<file path="src/rtl/thread_scheduler.sv">
// thread_scheduler: fine-grained multithreading thread select for the fetch stage.
// Each cycle it rotates round-robin over eligible threads (enabled and not
// stalled on memory). While an exception is outstanding, issue is locked to
// the faulting thread until the handler signals completion.
// Optional feature: define THREAD_SCHED_PERF_EN to add the perf_issue and
// perf_idle counter outputs.
module thread_scheduler #(
    parameter int unsigned N_THREADS = 8,
    parameter int unsigned THREAD_W  = $clog2(N_THREADS)
) (
    input  logic                 clk,
    input  logic                 rst,
    input  logic [N_THREADS-1:0] thread_en,
    input  logic [N_THREADS-1:0] stalled,
    input  logic                 exc_en,
    input  logic [THREAD_W-1:0]  exc_thread,
    input  logic                 exc_done,
    output logic                 sched_valid,
    output logic [THREAD_W-1:0]  sched_thread,
    output logic                 exc_busy
`ifdef THREAD_SCHED_PERF_EN
    ,
    output logic [31:0]          perf_issue,
    output logic [31:0]          perf_idle
`endif
);

    typedef enum logic {
        ST_RR  = 1'b0,
        ST_EXC = 1'b1
    } state_t;

    state_t                state_q, state_d;
    logic [THREAD_W-1:0]   last_q, last_d;
    logic [THREAD_W-1:0]   exc_thread_q, exc_thread_d;
    logic                  sched_valid_q, sched_valid_d;
    logic [THREAD_W-1:0]   sched_thread_q, sched_thread_d;
    logic                  exc_busy_q, exc_busy_d;

    logic [N_THREADS-1:0]  elig;
    logic [THREAD_W-1:0]   search_base;
    logic [THREAD_W-1:0]   search_idx;
    logic [THREAD_W-1:0]   cand;
    logic                  search_found;

    assign elig = thread_en & ~stalled;

    // Rotating search: first eligible thread after the base, wrapping to itself last.
    // On exception return the search starts after the faulting thread.
    always_comb begin
        search_base  = (state_q == ST_EXC) ? exc_thread_q : last_q;
        search_found = 1'b0;
        search_idx   = search_base;
        cand         = '0;
        for (int unsigned i = 1; i <= N_THREADS; i++) begin
            cand = search_base + THREAD_W'(i);
            if (!search_found && elig[cand]) begin
                search_found = 1'b1;
                search_idx   = cand;
            end
        end
    end

    // Next-state and next-output logic for the RR/EXC state machine.
    always_comb begin
        state_d        = state_q;
        last_d         = last_q;
        exc_thread_d   = exc_thread_q;
        sched_valid_d  = 1'b0;
        sched_thread_d = sched_thread_q;
        exc_busy_d     = 1'b0;

        case (state_q)
            ST_RR: begin
                if (exc_en) begin
                    state_d        = ST_EXC;
                    exc_thread_d   = exc_thread;
                    sched_valid_d  = elig[exc_thread];
                    sched_thread_d = exc_thread;
                    exc_busy_d     = 1'b1;
                end else if (search_found) begin
                    sched_valid_d  = 1'b1;
                    sched_thread_d = search_idx;
                    last_d         = search_idx;
                end
            end
            ST_EXC: begin
                if (exc_done) begin
                    // Return wins over a concurrent (nested) request, which is dropped.
                    state_d = ST_RR;
                    last_d  = exc_thread_q;
                    if (search_found) begin
                        sched_valid_d  = 1'b1;
                        sched_thread_d = search_idx;
                        last_d         = search_idx;
                    end
                end else begin
                    sched_valid_d  = elig[exc_thread_q];
                    sched_thread_d = exc_thread_q;
                    exc_busy_d     = 1'b1;
                end
            end
            default: begin
                state_d = ST_RR;
            end
        endcase
    end

    // State and output registers with synchronous reset.
    always_ff @(posedge clk) begin
        if (rst) begin
            state_q        <= ST_RR;
            last_q         <= THREAD_W'(N_THREADS - 1);
            exc_thread_q   <= '0;
            sched_valid_q  <= 1'b0;
            sched_thread_q <= '0;
            exc_busy_q     <= 1'b0;
        end else begin
            state_q        <= state_d;
            last_q         <= last_d;
            exc_thread_q   <= exc_thread_d;
            sched_valid_q  <= sched_valid_d;
            sched_thread_q <= sched_thread_d;
            exc_busy_q     <= exc_busy_d;
        end
    end

    assign sched_valid  = sched_valid_q;
    assign sched_thread = sched_thread_q;
    assign exc_busy     = exc_busy_q;

`ifdef THREAD_SCHED_PERF_EN
    logic [31:0] perf_issue_q;
    logic [31:0] perf_idle_q;

    // Issue/idle cycle counters keyed on the registered valid; wrap naturally.
    always_ff @(posedge clk) begin
        if (rst) begin
            perf_issue_q <= '0;
            perf_idle_q  <= '0;
        end else if (sched_valid_q) begin
            perf_issue_q <= perf_issue_q + 32'd1;
        end else begin
            perf_idle_q  <= perf_idle_q + 32'd1;
        end
    end

    assign perf_issue = perf_issue_q;
    assign perf_idle  = perf_idle_q;
`endif

endmodule

</file>
<file path="config.mk">
export PLATFORM = sky130hd
export DESIGN_NAME = thread_scheduler
export DESIGN_NICKNAME = d
export VERILOG_FILES = /design/src/rtl/thread_scheduler.sv
export SDC_FILE = /design/constraint.sdc
export NUM_CORES = 1
export LEC_CHECK = 0
export CORE_MARGIN = 2
export CORE_UTILIZATION = 50
export CTS_CLUSTER_DIAMETER = 120
export DETAILED_ROUTE_END_ITERATION = 8
export PLACE_DENSITY = 0.82
export SLEW_MARGIN = 20
export SYNTH_ARGS = -nofsm -noshare
export SYNTH_HDL_FRONTEND = slang
export SYNTH_SLANG_ARGS = --single-unit
</file>
<file path="constraint.sdc">
create_clock -name clk -period 8.1 [get_ports clk]
set_input_delay 1.62 -clock clk [delete_from_list [all_inputs] [get_ports clk]]
set_output_delay 1.62 -clock clk [all_outputs]
set_load 0.02 [all_outputs]
</file>
==> flow_metrics.tcl, run 1 <==
set metrics [dict create \
    met1_usage_pct 36.5 \
    routabilityCongestion 0.918 \
    clk_latency_ps 240 \
    finClkSkew_ps 3.66 \
    core_um2 3610 \
    r2r.worst_path.cells 10 \
    rows 22 \
    fmax_mhz 221 \
    first_iter_violations 154 \
    utilization_pct 60.7 \
    die_h_um 64.9 \
    syn2layout_area_growth_pct 18.1 \
    outcome "finished, final reports clean" \
    syn_area_um2 1850 \
    p_leak_nw 0.828 \
    tns_ps 0 \
    io_pins 28 \
    slowest_stage "dfxtp_1" \
    antenna_found_initial 0 \
    r2r_slack_ps 3570 \
    via_per_inst 6.49 \
    gr-usage-all-layers_pct 26.4 \
    tritoncts "done" \
    setup_viol 0 \
    drive_gt1_share_pct 9.76 \
    path_cells "mux2i_2 > buf_4 > ha_1 > mux2i_1 > mux4_2 > or3_4 > nor4b_4 > o31a_1 > nor3b_1 > a41oi_1" \
    numCtsBuffers 3 \
    htreeDepth 1 \
    worst_slack_ps 3570 \
    async_flop_share_pct 0 \
    syn_avg_cell_area_um2 8.24 \
    grt_most_used_layer "met2" \
    worst_pin_slew_ps 918 \
    worstSetupPathType "flip-flop to flip-flop" \
    synthCells 225 \
    finalNetCount 272 \
    cts_setup_buffers 0 \
    dp.final_hpwl_um 4030 \
    yosysUniqueCellTypes 49 \
    crit_fanout 19 \
    holdBufCountCts 0 \
    cts_buffer_depth 2 \
    syn-num-nets 250 \
    fin_crit_sh_pct 55.9 \
    drv_slew 0 \
    start_util_pct 51.4 \
    hold_path_depth 2 \
    maxCapViolations 0 \
    hold-path-endpoint "sched_thread[2]" \
    maxSlewHeadroom_pct 38.3 \
    r2r-end "last_q[1]" \
    hold_viol_final 0 \
    peakVddDrop_v 0.000138 \
    slowest_delay_ps 800 \
    wl_per_cell_um 18.0 \
    power_density_nw_per_um2 377 \
    clock_sinks 11 \
    num_vias 1908 \
    grt_use_met3_pct 5.38 \
    grt_overflow_total 0 \
    synth.largest_area_cell "mux2i_1" \
    min_period_ps 4530 \
    crit_arrival_ps 4640 \
    crit_required_ps 8210 \
    diodes 0 \
    hp-class "flip-flop to flip-flop" \
    worst-path-buf-inv 1 \
    start_kind "flip-flop" \
    nFillCells 320 \
    cts.clk_slew.worst_paths_ps 50 \
    finalWirelength_um 5300 \
    synth_edf_count 0 \
    yosysSeqAreaShare_pct 11.9 \
    dieArea_um2 4210 \
    synth_warnings 0 \
    drtPass1Iterations 4 \
    synth.ff_latch_count 11 \
    dp_worst_setup_slack_ps 3440 \
    io_buffers 27 \
    r2r-start "exc_busy" \
    grt_pass1_wl_um 8690 \
    min_from "sched_thread[2]" \
    cp_top_family "simple AND/OR/NAND/NOR gates" \
    grt_max_degree 20 \
    critPathCaptureType "flip-flop" \
    crit_start "exc_busy" \
    post_cts_resized 0 \
    globalRouteMet2Util_pct 41.9 \
    rsz0062_at_grt "false" \
    root_buffer "clkbuf_8" \
    grt_pass1_vias 1758 \
    die_w_um 64.9 \
    synth_top_area_share_pct 18.4 \
    antenna_left 0 \
    synthTopCellsByArea "mux2i_1 18%, dfxtp_1 12%, mux4_2 11%" \
    yosys_most_used_dff "dfxtp_1" \
    drcViolationCount 0 \
]
power by group:
group	internal [mW]	switching (mW)	leakage, nW
clock network	0.0346	0.0208	0.0228
registers	0.0702	0.0161	0.0912
logic	0.300	0.384	0.714
total	0.404	0.421	0.828
tightest hold or removal path: cells and delay by family, from the launching register on:
family | cells | cell delay (ps)
flops | 1 | 340
compound gates | 2 | 160
cell families after synthesis:
logic type	share of synthesized area, %
AO/OA/AOI/OAI	21.5
XOR/XNOR	2.36
adder cells (fa/ha/maj)	1.35
buffers and inverters	3.98
flip-flops	11.9
multiplexers	35.2
AND/OR/NAND/NOR	23.7
placed cells by master, fill, tap and decap left out, types with 4 or more instances in the layout:
cell              n
o211ai_1          5
nand2_1          25
nor2_1           18
mux2i_1          34
a211oi_1          5
clkdlybuf4s50_1  27
o21ai_0          10
mux4_2            9
inv_1             5
a21oi_1           7
o22ai_1           4
nand3_1           8
nor2b_1          11
dfxtp_1          11
nand2b_1         11
xnor2_1           5
synthesized netlist by cell type, types with 3 or more instances:
cell type / instances
nor2b_1: 11
o211ai_1: 5
mux4_2: 9
xnor2_1: 5
nand3_1: 8
o21ai_0: 10
nor2_1: 18
dfxtp_1: 11
mux2_2: 3
clkbuf_1: 7
a31oi_1: 3
o22ai_1: 4
nand2_1: 25
a22oi_1: 3
a41oi_1: 3
mux2i_1: 34
inv_1: 5
nand2b_1: 11
a21oi_1: 7
a211oi_1: 5
final cells by class:
type                            count  area (µm²)  area share, %
Tap cell                           48        60.1           2.74
Sequential cell                    11         220           10.1
Inverter                            5        18.8          0.857
Timing Repair Buffer               29         285           13.0
Clock buffer                        4        45.0           2.06
Multi-Input combinational cell    197        1560           71.3
through the flow:
step	area (µm²)	instances	total power, mW	hold WS, ps
floorplan	1850	225	0.613	473
global placement	2140	290	0.739	513
detailed placement	2140	290	0.752	509
CTS	2190	294	0.813	523
global route	2190	294	0.879	545
finish	2190	294	0.825	529
worst max path at each step:
stage / end / slack [ps] / cells past startpoint
CTS: last_q[1] / 3650 / 10
finish: last_q[1] / 3570 / 10
detailed placement: last_q[1] / 3440 / 9
global placement: last_q[2] / 3510 / 9
floorplan: last_q[1] / 4190 / 12
global route: last_q[1] / 3360 / 10
flip-flops by register name, indices dropped and copies added, names as in the netlist:
name / flops
sched_thread: 3
sched_valid: 1
exc_busy: 1
last_q: 3
exc_thread_q: 3
metal layers:
metal	wire (µm)	share of wire (%)
met3	411	7.7
met1	2290	43
met5	0	0
met4	75	1.4
met2	2530	48
(Power assumes the default switching activity.)
==> run 2, diff against run 1 <==
--- a/config.mk
+++ b/config.mk
@@ -9,7 +9,7 @@
 export CORE_UTILIZATION = 50
 export CTS_CLUSTER_DIAMETER = 120
 export DETAILED_ROUTE_END_ITERATION = 8
-export PLACE_DENSITY = 0.82
+export PLACE_DENSITY = 0.85
 export SLEW_MARGIN = 20
 export SYNTH_ARGS = -nofsm -noshare
 export SYNTH_HDL_FRONTEND = slang
==> constraint.sdc (replaced) <==
create_clock -name clk -period 4.1 [get_ports clk]
set_input_delay 0.82 -clock clk [delete_from_list [all_inputs] [get_ports clk]]
set_output_delay 0.82 -clock clk [all_outputs]
set_load 0.02 [all_outputs]
==> run 2 against run 1 <==
Against the previous run: first-iteration DRC count rose by 4.5%; global-route usage is 2.0 points higher; via count grew 3.9%; clock skew fell by 2.9 ps; wire length up 2.0%; clock power increased by 100%; sequential power grew 92%; critical path depth rose by 2; final cell count rose by 5.4%; non-clock buffer count grew 16; register-to-register slack got worse by 3300 ps; core utilization grew 3.3 points; critical endpoint unchanged; highest routed layer unchanged.
==> flow_metrics.tcl, run 2 (same netlist as run 1, synthesis figures left out) <==
set metrics [dict create \
    outcome "finished, final reports clean" \
    numCtsBuffers 3 \
    clkPwrFrac_pct 6.5 \
    drive_gt1_share_pct 15.3 \
    maxCapViolations 0 \
    dieArea_um2 4210 \
    critPathCaptureType "flip-flop" \
    placed_area_um2 2260 \
    final_cell_count_no_fill 310 \
    tritoncts "done" \
    worstSetupPathType "flip-flop to flip-flop" \
    core_um2 3610 \
    finClkSkew_ps 0.775 \
    syn2layout_area_growth_pct 24.6 \
    hp-class "flip-flop to flip-flop" \
    start_kind "flip-flop" \
    worst-path-buf-inv 3 \
    combPwrFrac_pct 83.9 \
    post_cts_resized 0 \
    p_int_uw 868 \
    dp_cells 306 \
    grt_max_degree 16 \
    tns_ps 0 \
    power_density_nw_per_um2 747 \
    share_seq_of_total_power_pct 9.6 \
    root_buffer "clkbuf_8" \
    clk_latency_ps 240 \
    crit_fanout 12 \
    die_w_um 64.9 \
    antenna_found_initial 0 \
    finalNetCount 288 \
    fmax_mhz 264 \
    path_cells "buf_4 > mux2i_2 > ha_1 > buf_4 > mux2i_1 > mux4_2 > o41ai_4 > buf_4 > nor4b_4 > o31a_1 > nor3b_1 > a41oi_1" \
    grt_pass1_wl_um 9270 \
    drcViolationCount 0 \
    min_period_ps 3790 \
    io_pins 28 \
    crit_required_ps 4210 \
    cts_buffer_depth 2 \
    crit_start "exc_busy" \
    grt_overflow_total 0 \
    hold_viol_final 0 \
    swShare_pct 49.7 \
    diodes 0 \
    finalWirelength_um 5410 \
    cts.clk_slew.worst_paths_ps 50 \
    start_util_pct 51.4 \
    cts_setup_buffers 0 \
    slowest_stage "nor4b_4" \
    peakVddDrop_v 0.000305 \
    via_per_inst 6.39 \
    holdBufCountCts 0 \
    rsz0062_at_grt "false" \
    maxSlewHeadroom_pct 44.9 \
    drtPass1Iterations 4 \
    clock_sinks 11 \
    p_leak_nw 0.907 \
    total_power_mw 1.72 \
    most-common-layout-cells "34 x mux2i_1, 27 x clkdlybuf4s50_1, 25 x nand2_1" \
    htreeDepth 1 \
    die_h_um 64.9 \
    crit_arrival_ps 3900 \
    io_buffers 27 \
    dp.final_hpwl_um 4260 \
    hold_slack_ps 511 \
    min_from "sched_thread[2]" \
    antenna_left 0 \
    worst_pin_slew_ps 806 \
    drv_slew 0 \
    p_switching_uw 856 \
    gr-usage-all-layers_pct 28.4 \
    first_iter_violations 161 \
    setup_viol 0 \
    r2r-start "exc_busy" \
    routabilityCongestion 0.961 \
    grt_pass1_vias 1919 \
    final_area_um2 2310 \
    num_vias 1982 \
    cp_top_family "multiplexers" \
    cpMostUsedCell "buf_4" \
    final_common_cell "mux2i_1" \
    slowest_delay_ps 490 \
    fin_crit_sh_pct 92.3 \
    rows 22 \
    wl_per_cell_um 17.5 \
]
==> run 2: cell types whose count changed in the layout (fill, tap and decap cells not counted) <==
cell / change
buf_4: +16
==> run 2: worst reg2reg max path, delay by kind of cell (launching register included) <==
kind	cells	cell delay [ps]
buffers and inverters	3	700
multiplexers	3	1030
adder cells (fa/ha/maj)	1	350
AO/OA/AOI/OAI	3	450
AND/OR/NAND/NOR	2	710
flip-flops	1	400
==> run 2: layout make-up <==
type / count / area (µm²)
tap: 48 / 60.1
timing repair buffer: 45 / 405
sequential: 11 / 220
multi-input combinational: 197 / 1560
inverter: 5 / 18.8
fill: 314 / 1300
clock buffer: 4 / 45.0
==> run 2: path summary, 6_finish.rpt <==
path                      to  slack (ps)  cells after the start
max                last_q[1]         310                     12
min          sched_thread[2]         510                      2
max reg2reg        last_q[1]         310                     12
min reg2reg  sched_thread[2]         510                      2
==> run 2: layer usage <==
layer	vias to the layer above	share of wire (%)	global-route usage, %	routed length [µm]
met4	0	3.1	8.78	167
met5	-	0	0	0
met2	119	46	45.9	2510
met3	18	8.7	5.38	473
met1	906	42	38.2	2260
li1	939	-	-	-
==> run 2: through the flow <==
stage / setup slack, ps / util [%]
floorplan: 187 / -
global placement: 366 / 62.8
detailed placement: 253 / 62.8
CTS: 371 / 64.1
global route: 12.8 / 64.1
finish: 314 / 64.1
==> run 2: power groups by stage <==
stage	Combinational, mW	Clock [mW]	Sequential, mW
2_1_floorplan	1.03	0	0.176
3_3_place_gp	1.39	0	0.165
3_5_place_dp	1.41	0	0.166
4_1_cts	1.42	0.112	0.164
5_1_grt	1.57	0.117	0.169
6_report	1.45	0.112	0.166
